## src/rtl/inst_fetch_pkg.sv

```systemverilog
// Shared types and constants for the instruction-fetch arbiter.
package inst_fetch_pkg;

  localparam int unsigned ADDR_W_DEF = 11;
  localparam int unsigned DATA_W_DEF = 32;

  typedef enum logic [1:0] {
    IDLE  = 2'd0,
    ISSUE = 2'd1,
    WAIT  = 2'd2,
    RESP  = 2'd3
  } fetch_state_e;

  // Width of a counter that can hold 0..mem_lat.
  function automatic int unsigned lat_cnt_w(input int unsigned mem_lat);
    return $clog2(mem_lat + 1);
  endfunction

endpackage

```

## src/rtl/rr_arbiter.sv

```systemverilog
// Rotating-priority pick over the request vector; pointer advances past the winner on adv_i.
module rr_arbiter #(
  parameter int unsigned NUM_CORES = 4,
  localparam int unsigned IDX_W = $clog2(NUM_CORES)
) (
  input  logic                 clk,
  input  logic                 rst,
  input  logic [NUM_CORES-1:0] req_i,
  input  logic                 adv_i,
  output logic [IDX_W-1:0]     winner_c_o,
  output logic                 any_req_c_o
);

  logic [IDX_W-1:0] ptr_q;
  logic [IDX_W-1:0] ptr_d;

  // First requester at or after the pointer, wrapping modulo NUM_CORES.
  always_comb begin
    winner_c_o  = '0;
    any_req_c_o = 1'b0;
    for (int unsigned i = 0; i < NUM_CORES; i++) begin
      int unsigned idx;
      idx = 32'(ptr_q) + i;
      if (idx >= NUM_CORES) idx = idx - NUM_CORES;
      if (!any_req_c_o && req_i[idx[IDX_W-1:0]]) begin
        any_req_c_o = 1'b1;
        winner_c_o  = idx[IDX_W-1:0];
      end
    end
  end

  assign ptr_d = (32'(winner_c_o) == NUM_CORES - 1) ? '0 : winner_c_o + IDX_W'(1);

  always_ff @(posedge clk or posedge rst) begin
    if (rst)        ptr_q <= '0;
    else if (adv_i) ptr_q <= ptr_d;
  end

endmodule

```

## src/rtl/inst_fetch_arbiter.sv

```systemverilog
// Shares one single-port instruction memory between NUM_CORES fetch units,
// one fetch at a time: IDLE -> ISSUE -> WAIT (MEM_LAT cycles) -> RESP.
module inst_fetch_arbiter
  import inst_fetch_pkg::*;
#(
  parameter int unsigned NUM_CORES = 4,
  parameter int unsigned ADDR_W    = ADDR_W_DEF,
  parameter int unsigned DATA_W    = DATA_W_DEF,
  parameter int unsigned MEM_LAT   = 1
) (
  input  logic                        clk,
  input  logic                        rst,
  input  logic [NUM_CORES-1:0]        req,
  input  logic [NUM_CORES*ADDR_W-1:0] req_addr,
  output logic [NUM_CORES-1:0]        gnt,
  output logic [NUM_CORES-1:0]        rvalid,
  output logic [DATA_W-1:0]           rdata,
  output logic                        mem_en,
  output logic [ADDR_W-1:0]           mem_addr,
  input  logic [DATA_W-1:0]           mem_rdata
);

  localparam int unsigned IDX_W = $clog2(NUM_CORES);
  localparam int unsigned CNT_W = lat_cnt_w(MEM_LAT);

  fetch_state_e         state_q, state_d;
  logic [IDX_W-1:0]     win_q, win_d;
  logic [NUM_CORES-1:0] gnt_q, gnt_d;
  logic [NUM_CORES-1:0] rvalid_q, rvalid_d;
  logic [DATA_W-1:0]    rdata_q, rdata_d;
  logic                 mem_en_q, mem_en_d;
  logic [ADDR_W-1:0]    mem_addr_q, mem_addr_d;
  logic [CNT_W-1:0]     cnt_q, cnt_d;

  logic [IDX_W-1:0]     winner_c;
  logic                 any_req_c;
  logic                 adv_c;

  rr_arbiter #(
    .NUM_CORES (NUM_CORES)
  ) u_rr (
    .clk         (clk),
    .rst         (rst),
    .req_i       (req),
    .adv_i       (adv_c),
    .winner_c_o  (winner_c),
    .any_req_c_o (any_req_c)
  );

  // Next-state and registered-output logic.
  always_comb begin
    state_d    = state_q;
    win_d      = win_q;
    gnt_d      = gnt_q;
    rvalid_d   = '0;
    rdata_d    = rdata_q;
    mem_en_d   = 1'b0;
    mem_addr_d = mem_addr_q;
    cnt_d      = cnt_q;
    adv_c      = 1'b0;
    case (state_q)
      IDLE: begin
        if (any_req_c) begin
          state_d    = ISSUE;
          win_d      = winner_c;
          gnt_d      = NUM_CORES'(1) << winner_c;
          mem_en_d   = 1'b1;
          mem_addr_d = req_addr[32'(winner_c) * ADDR_W +: ADDR_W];
          adv_c      = 1'b1;
        end
      end
      ISSUE: begin
        state_d = WAIT;
        cnt_d   = '0;
      end
      WAIT: begin
        // Memory data is valid during the last WAIT cycle.
        if (cnt_q == CNT_W'(MEM_LAT - 1)) begin
          state_d  = RESP;
          rdata_d  = mem_rdata;
          rvalid_d = NUM_CORES'(1) << win_q;
          cnt_d    = '0;
        end else begin
          cnt_d = cnt_q + CNT_W'(1);
        end
      end
      RESP: begin
        state_d = IDLE;
        gnt_d   = '0;
      end
      default: state_d = IDLE;
    endcase
  end

  always_ff @(posedge clk or posedge rst) begin
    if (rst) begin
      state_q    <= IDLE;
      win_q      <= '0;
      gnt_q      <= '0;
      rvalid_q   <= '0;
      rdata_q    <= '0;
      mem_en_q   <= 1'b0;
      mem_addr_q <= '0;
      cnt_q      <= '0;
    end else begin
      state_q    <= state_d;
      win_q      <= win_d;
      gnt_q      <= gnt_d;
      rvalid_q   <= rvalid_d;
      rdata_q    <= rdata_d;
      mem_en_q   <= mem_en_d;
      mem_addr_q <= mem_addr_d;
      cnt_q      <= cnt_d;
    end
  end

  assign gnt      = gnt_q;
  assign rvalid   = rvalid_q;
  assign rdata    = rdata_q;
  assign mem_en   = mem_en_q;
  assign mem_addr = mem_addr_q;

endmodule

```

## config.mk

```make
export PLATFORM = sky130hd
export DESIGN_NAME = inst_fetch_arbiter
export DESIGN_NICKNAME = d
export VERILOG_FILES = /design/src/rtl/inst_fetch_pkg.sv /design/src/rtl/rr_arbiter.sv /design/src/rtl/inst_fetch_arbiter.sv
export SDC_FILE = /design/constraint.sdc
export NUM_CORES = 1
export LEC_CHECK = 0
export BUFFER_PORTS_ARGS = -buffer_cell sky130_fd_sc_hd__buf_4
export CORE_MARGIN = 2
export CORE_UTILIZATION = 41
export CTS_CLUSTER_DIAMETER = 60
export DETAILED_ROUTE_END_ITERATION = 8
export PLACE_DENSITY = 0.84
export RECOVER_POWER = 50
export SLEW_MARGIN = 5
export SYNTH_ARGS = -nofsm -noshare
export SYNTH_HDL_FRONTEND = slang
export SYNTH_SLANG_ARGS = --single-unit
```

## constraint.sdc

```tcl
create_clock -name clk -period 1.79 [get_ports clk]
set_input_delay 0.358 -clock clk [delete_from_list [all_inputs] [get_ports clk]]
set_output_delay 0.358 -clock clk [all_outputs]
set_load 0.03 [all_outputs]
```

==> flow_summary_export.csv <==
group,metric,value,unit
die,start_util,0.424,
cells_and_area,antenna_cells,0,
worst_setup_path,reg2regPathDepth,6,
placed_design,dpl_cell_area,0.00377,mm²
worst_setup_path,crit-reg2reg-capture,"mem_addr[4]",
worst_setup_path,path_cells,"inv_1, a31oi_1, o31ai_1, buf_4, a221oi_1, o22ai_1",
worst_setup_path,cp.buffers_inverters,2,
global_route,grt_pass1_vias,2159,
detailed_routing,wl_met3,552,µm
detailed_routing,dr.pass1.iters,4,
cells_and_area,drive_gt1_frac,0.494,
detailed_routing,ant_nets,0,
logic_synthesis,ys_warn_count,0,
clocking,clkTransAtPathRegs,70,ps
logic_synthesis,synth.avg_cell_area,12.6,µm²
detailed_routing,routed_wl,5930,µm
power_and_ir_drop,irDropWorstVdd,1210,µV
die,core-area,0.00631,mm²
power_and_ir_drop,p_leak,1.87,nW
logic_synthesis,synth-seq-area-share,0.543,
die,rows,29,
sta,setup_viol,0,
logic_synthesis,synth_area_leader_cell,"dfrtp_1",
sta,whs,247,ps
detailed_routing,routed-via-count,2173,
worst_setup_path,r2r_start,"u_rr.ptr_q[1]",
die,ios,134,
sta,final_hold_viol_count,0,
cells_and_area,fin_area,0.00388,mm²
sta,tightest_slew,923,ps
placed_design,numPortBuffers,133,
worst_setup_path,endpoint_kind,"flop",
worst_setup_path,crit_path_start_kind,"flop",
placed_design,gp_congestion,0.765,
global_route,grt_use_total,0.171,
die,die_h,84.8,µm
sta,min_period,1610,ps
clocking,htree_levels,3,
cells_and_area,num-fill-cells,538,
logic_synthesis,synth.distinct_cells,36,
global_route,grt_pass1_wl,9760,µm
cells_and_area,nNetsFinal,438,
cells_and_area,utilization,0.614,
sta,clock_skew,6.43,ps
power_and_ir_drop,p_per_area,1940,mW/mm²
die,die_area,0.00718,mm²
detailed_routing,highest_layer,"met4",
cells_and_area,final_common_cell,"buf_4",
worst_setup_path,critPathMaxFanout,12,
clocking,tritoncts,"yes",
placed_design,post-place-cells,417,
clocking,cts_buffers,9,
cells_and_area,area_delta_synth_final,45.0,%
sta,drv_slew,0,
worst_setup_path,arrival,1810,ps
clocking,cts.sinks,58,
detailed_routing,via_per_inst,5.02,
clocking,cts-root-buf,"clkbuf_8",
detailed_routing,drtIter0Drc,38,
logic_synthesis,synth.net_count,300,
logic_synthesis,ys_ff_latch,58,
sta,fmax,620,MHz
global_route,gr-total-overflow,0,
die,die_w,84.8,µm
logic_synthesis,synth_cells,213,
min_path,hp-class,"input pin to asynchronous set/reset pin",
cells_and_area,fin_cells,433,
placed_design,hpwl,4700,µm
worst_setup_path,crit_type,"flop to flop",
detailed_routing,routed-wl-met2,2940,µm
logic_synthesis,syn_area,0.00267,mm²
worst_setup_path,path_delay_family,"compound AO/OA/AOI/OAI gates",
sta,finalCritPeriodShare,0.901,
outcome,status,"finished clean",
cells_and_area,mostFrequentLayoutCells,"115 x buf_4, 58 x dfrtp_1, 32 x mux2_2, 23 x clkbuf_1, 14 x nor2_1",
clocking,clockBufferDepth,2,
global_route,grt_max_degree,37,
sta,tns,0,ps
worst_setup_path,cp_slowest_cell,"dfrtp_1",
detailed_routing,wl_per_cell,13.7,µm
sta,grt_setup_unrepaired,"false",
worst_setup_path,reg2reg_slack,180,ps
worst_setup_path,worst_path_largest_cell_delay,520,ps
sta,slew_headroom,0.384,
flow_run,max_cap_viol_count,0,
clocking,worstSkewPairLatency,320,ps
logic_synthesis,netlist.area_leader.share,0.543,
detailed_routing,met1_length,2380,µm
detailed_routing,drc_errors,0,
worst_setup_path,required,1990,ps
global_route,antenna_found_initial,0,
logic_synthesis,ys_top_cells_by_area,"dfrtp_1 54%, mux2_2 13%, mux2i_1 4.1%",
==> what timing repair did <==
item,CTS,global route
setup buffers,0,0
endpoints found under the setup margin,0,9
hold buffers,0,0
gates resized for setup,0,1
==> flip-flops by register name, indices dropped and copies added (netlist names) <==
name and flops:
state_q 2, u_rr.ptr_q 2, rdata 32, win_q 2, gnt 4, rvalid 4
mem_en 1, mem_addr 11
==> area by class of cell <==
| class | count | area, µm² | share of cell area |
|---|---|---|---|
| well taps | 77 | 96.3 | 0.0248 |
| flip-flops and latches | 58 | 1450 | 0.374 |
| multi-input cells | 130 | 1080 | 0.280 |
| clock inverters | 4 | 25.0 | 0.00645 |
| inverters | 10 | 37.5 | 0.00968 |
| repair buffers | 142 | 1020 | 0.262 |
| clock buffers | 12 | 165 | 0.0426 |
==> Yosys cell counts, drive strengths merged <==
cell type and number:
a211oi 1, a21oi 4, a221oi 12, a22o 4
a2bb2oi 1, a31oi 2, a32o 1, and2b 1
and3 1, and3b 1, buf 10, clkbuf 5
dfrtp 58, ha 5, inv 10, mux2 32
mux2i 11, nand2 13, nand2b 1, nand3 1
nor2 14, nor3 1, nor3b 1, nor4 1
o211a 1, o21ai 7, o22ai 13, o31ai 1
==> where the power goes <==
part,switching (mW),internal (mW),total [mW]
Combinational,2.38,1.70,4.09
Clock,0.480,0.610,1.09
Sequential,0.364,1.97,2.33
Total,3.23,4.28,7.51
==> worst max path at each step <==
| stage | startpoint | end | slack [ps] | cells after the start |
|---|---|---|---|---|
| finish | u_rr.ptr_q[1] | mem_addr[4] | 180 | 6 |
| global route | u_rr.ptr_q[1] | mem_addr[5] | 60 | 6 |
| CTS | u_rr.ptr_q[1] | mem_addr[7] | 150 | 5 |
| detailed placement | req[2] | mem_addr[6] | 80 | 7 |
| global placement | req[2] | mem_addr[8] | 160 | 7 |
| floorplan | rst | gnt[0] | 4 | 1 |
==> cells by family (layout without fill, tap and decap cells) <==
| family | Yosys count | count (layout) | share of synthesized area |
|---|---|---|---|
| adder cells (fa/ha/maj) | 5 | 5 | 0.0234 |
| flip-flops | 58 | 58 | 0.543 |
| buffers and inverters | 25 | 168 | 0.0524 |
| AO/OA/AOI/OAI | 47 | 47 | 0.140 |
| multiplexers | 43 | 43 | 0.176 |
| AND/OR/NAND/NOR | 35 | 35 | 0.0650 |
==> per-layer routing <==
metal	vias to the layer above	GRT usage
met3	6	0.0551
met1	1009	0.199
met2	104	0.296
li1	1054	-
met4	0	0.0635
met5	-	0
==> per-stage QoR <==
step | power, mW | setup slack [ps]
detailed placement | 6.71 | 84.0
global placement | 6.59 | 158
finish | 7.51 | 177
CTS | 7.82 | 149
floorplan | 5.20 | 4.01
global route | 8.04 | 61.7
Power figures use the tool's default switching activity.
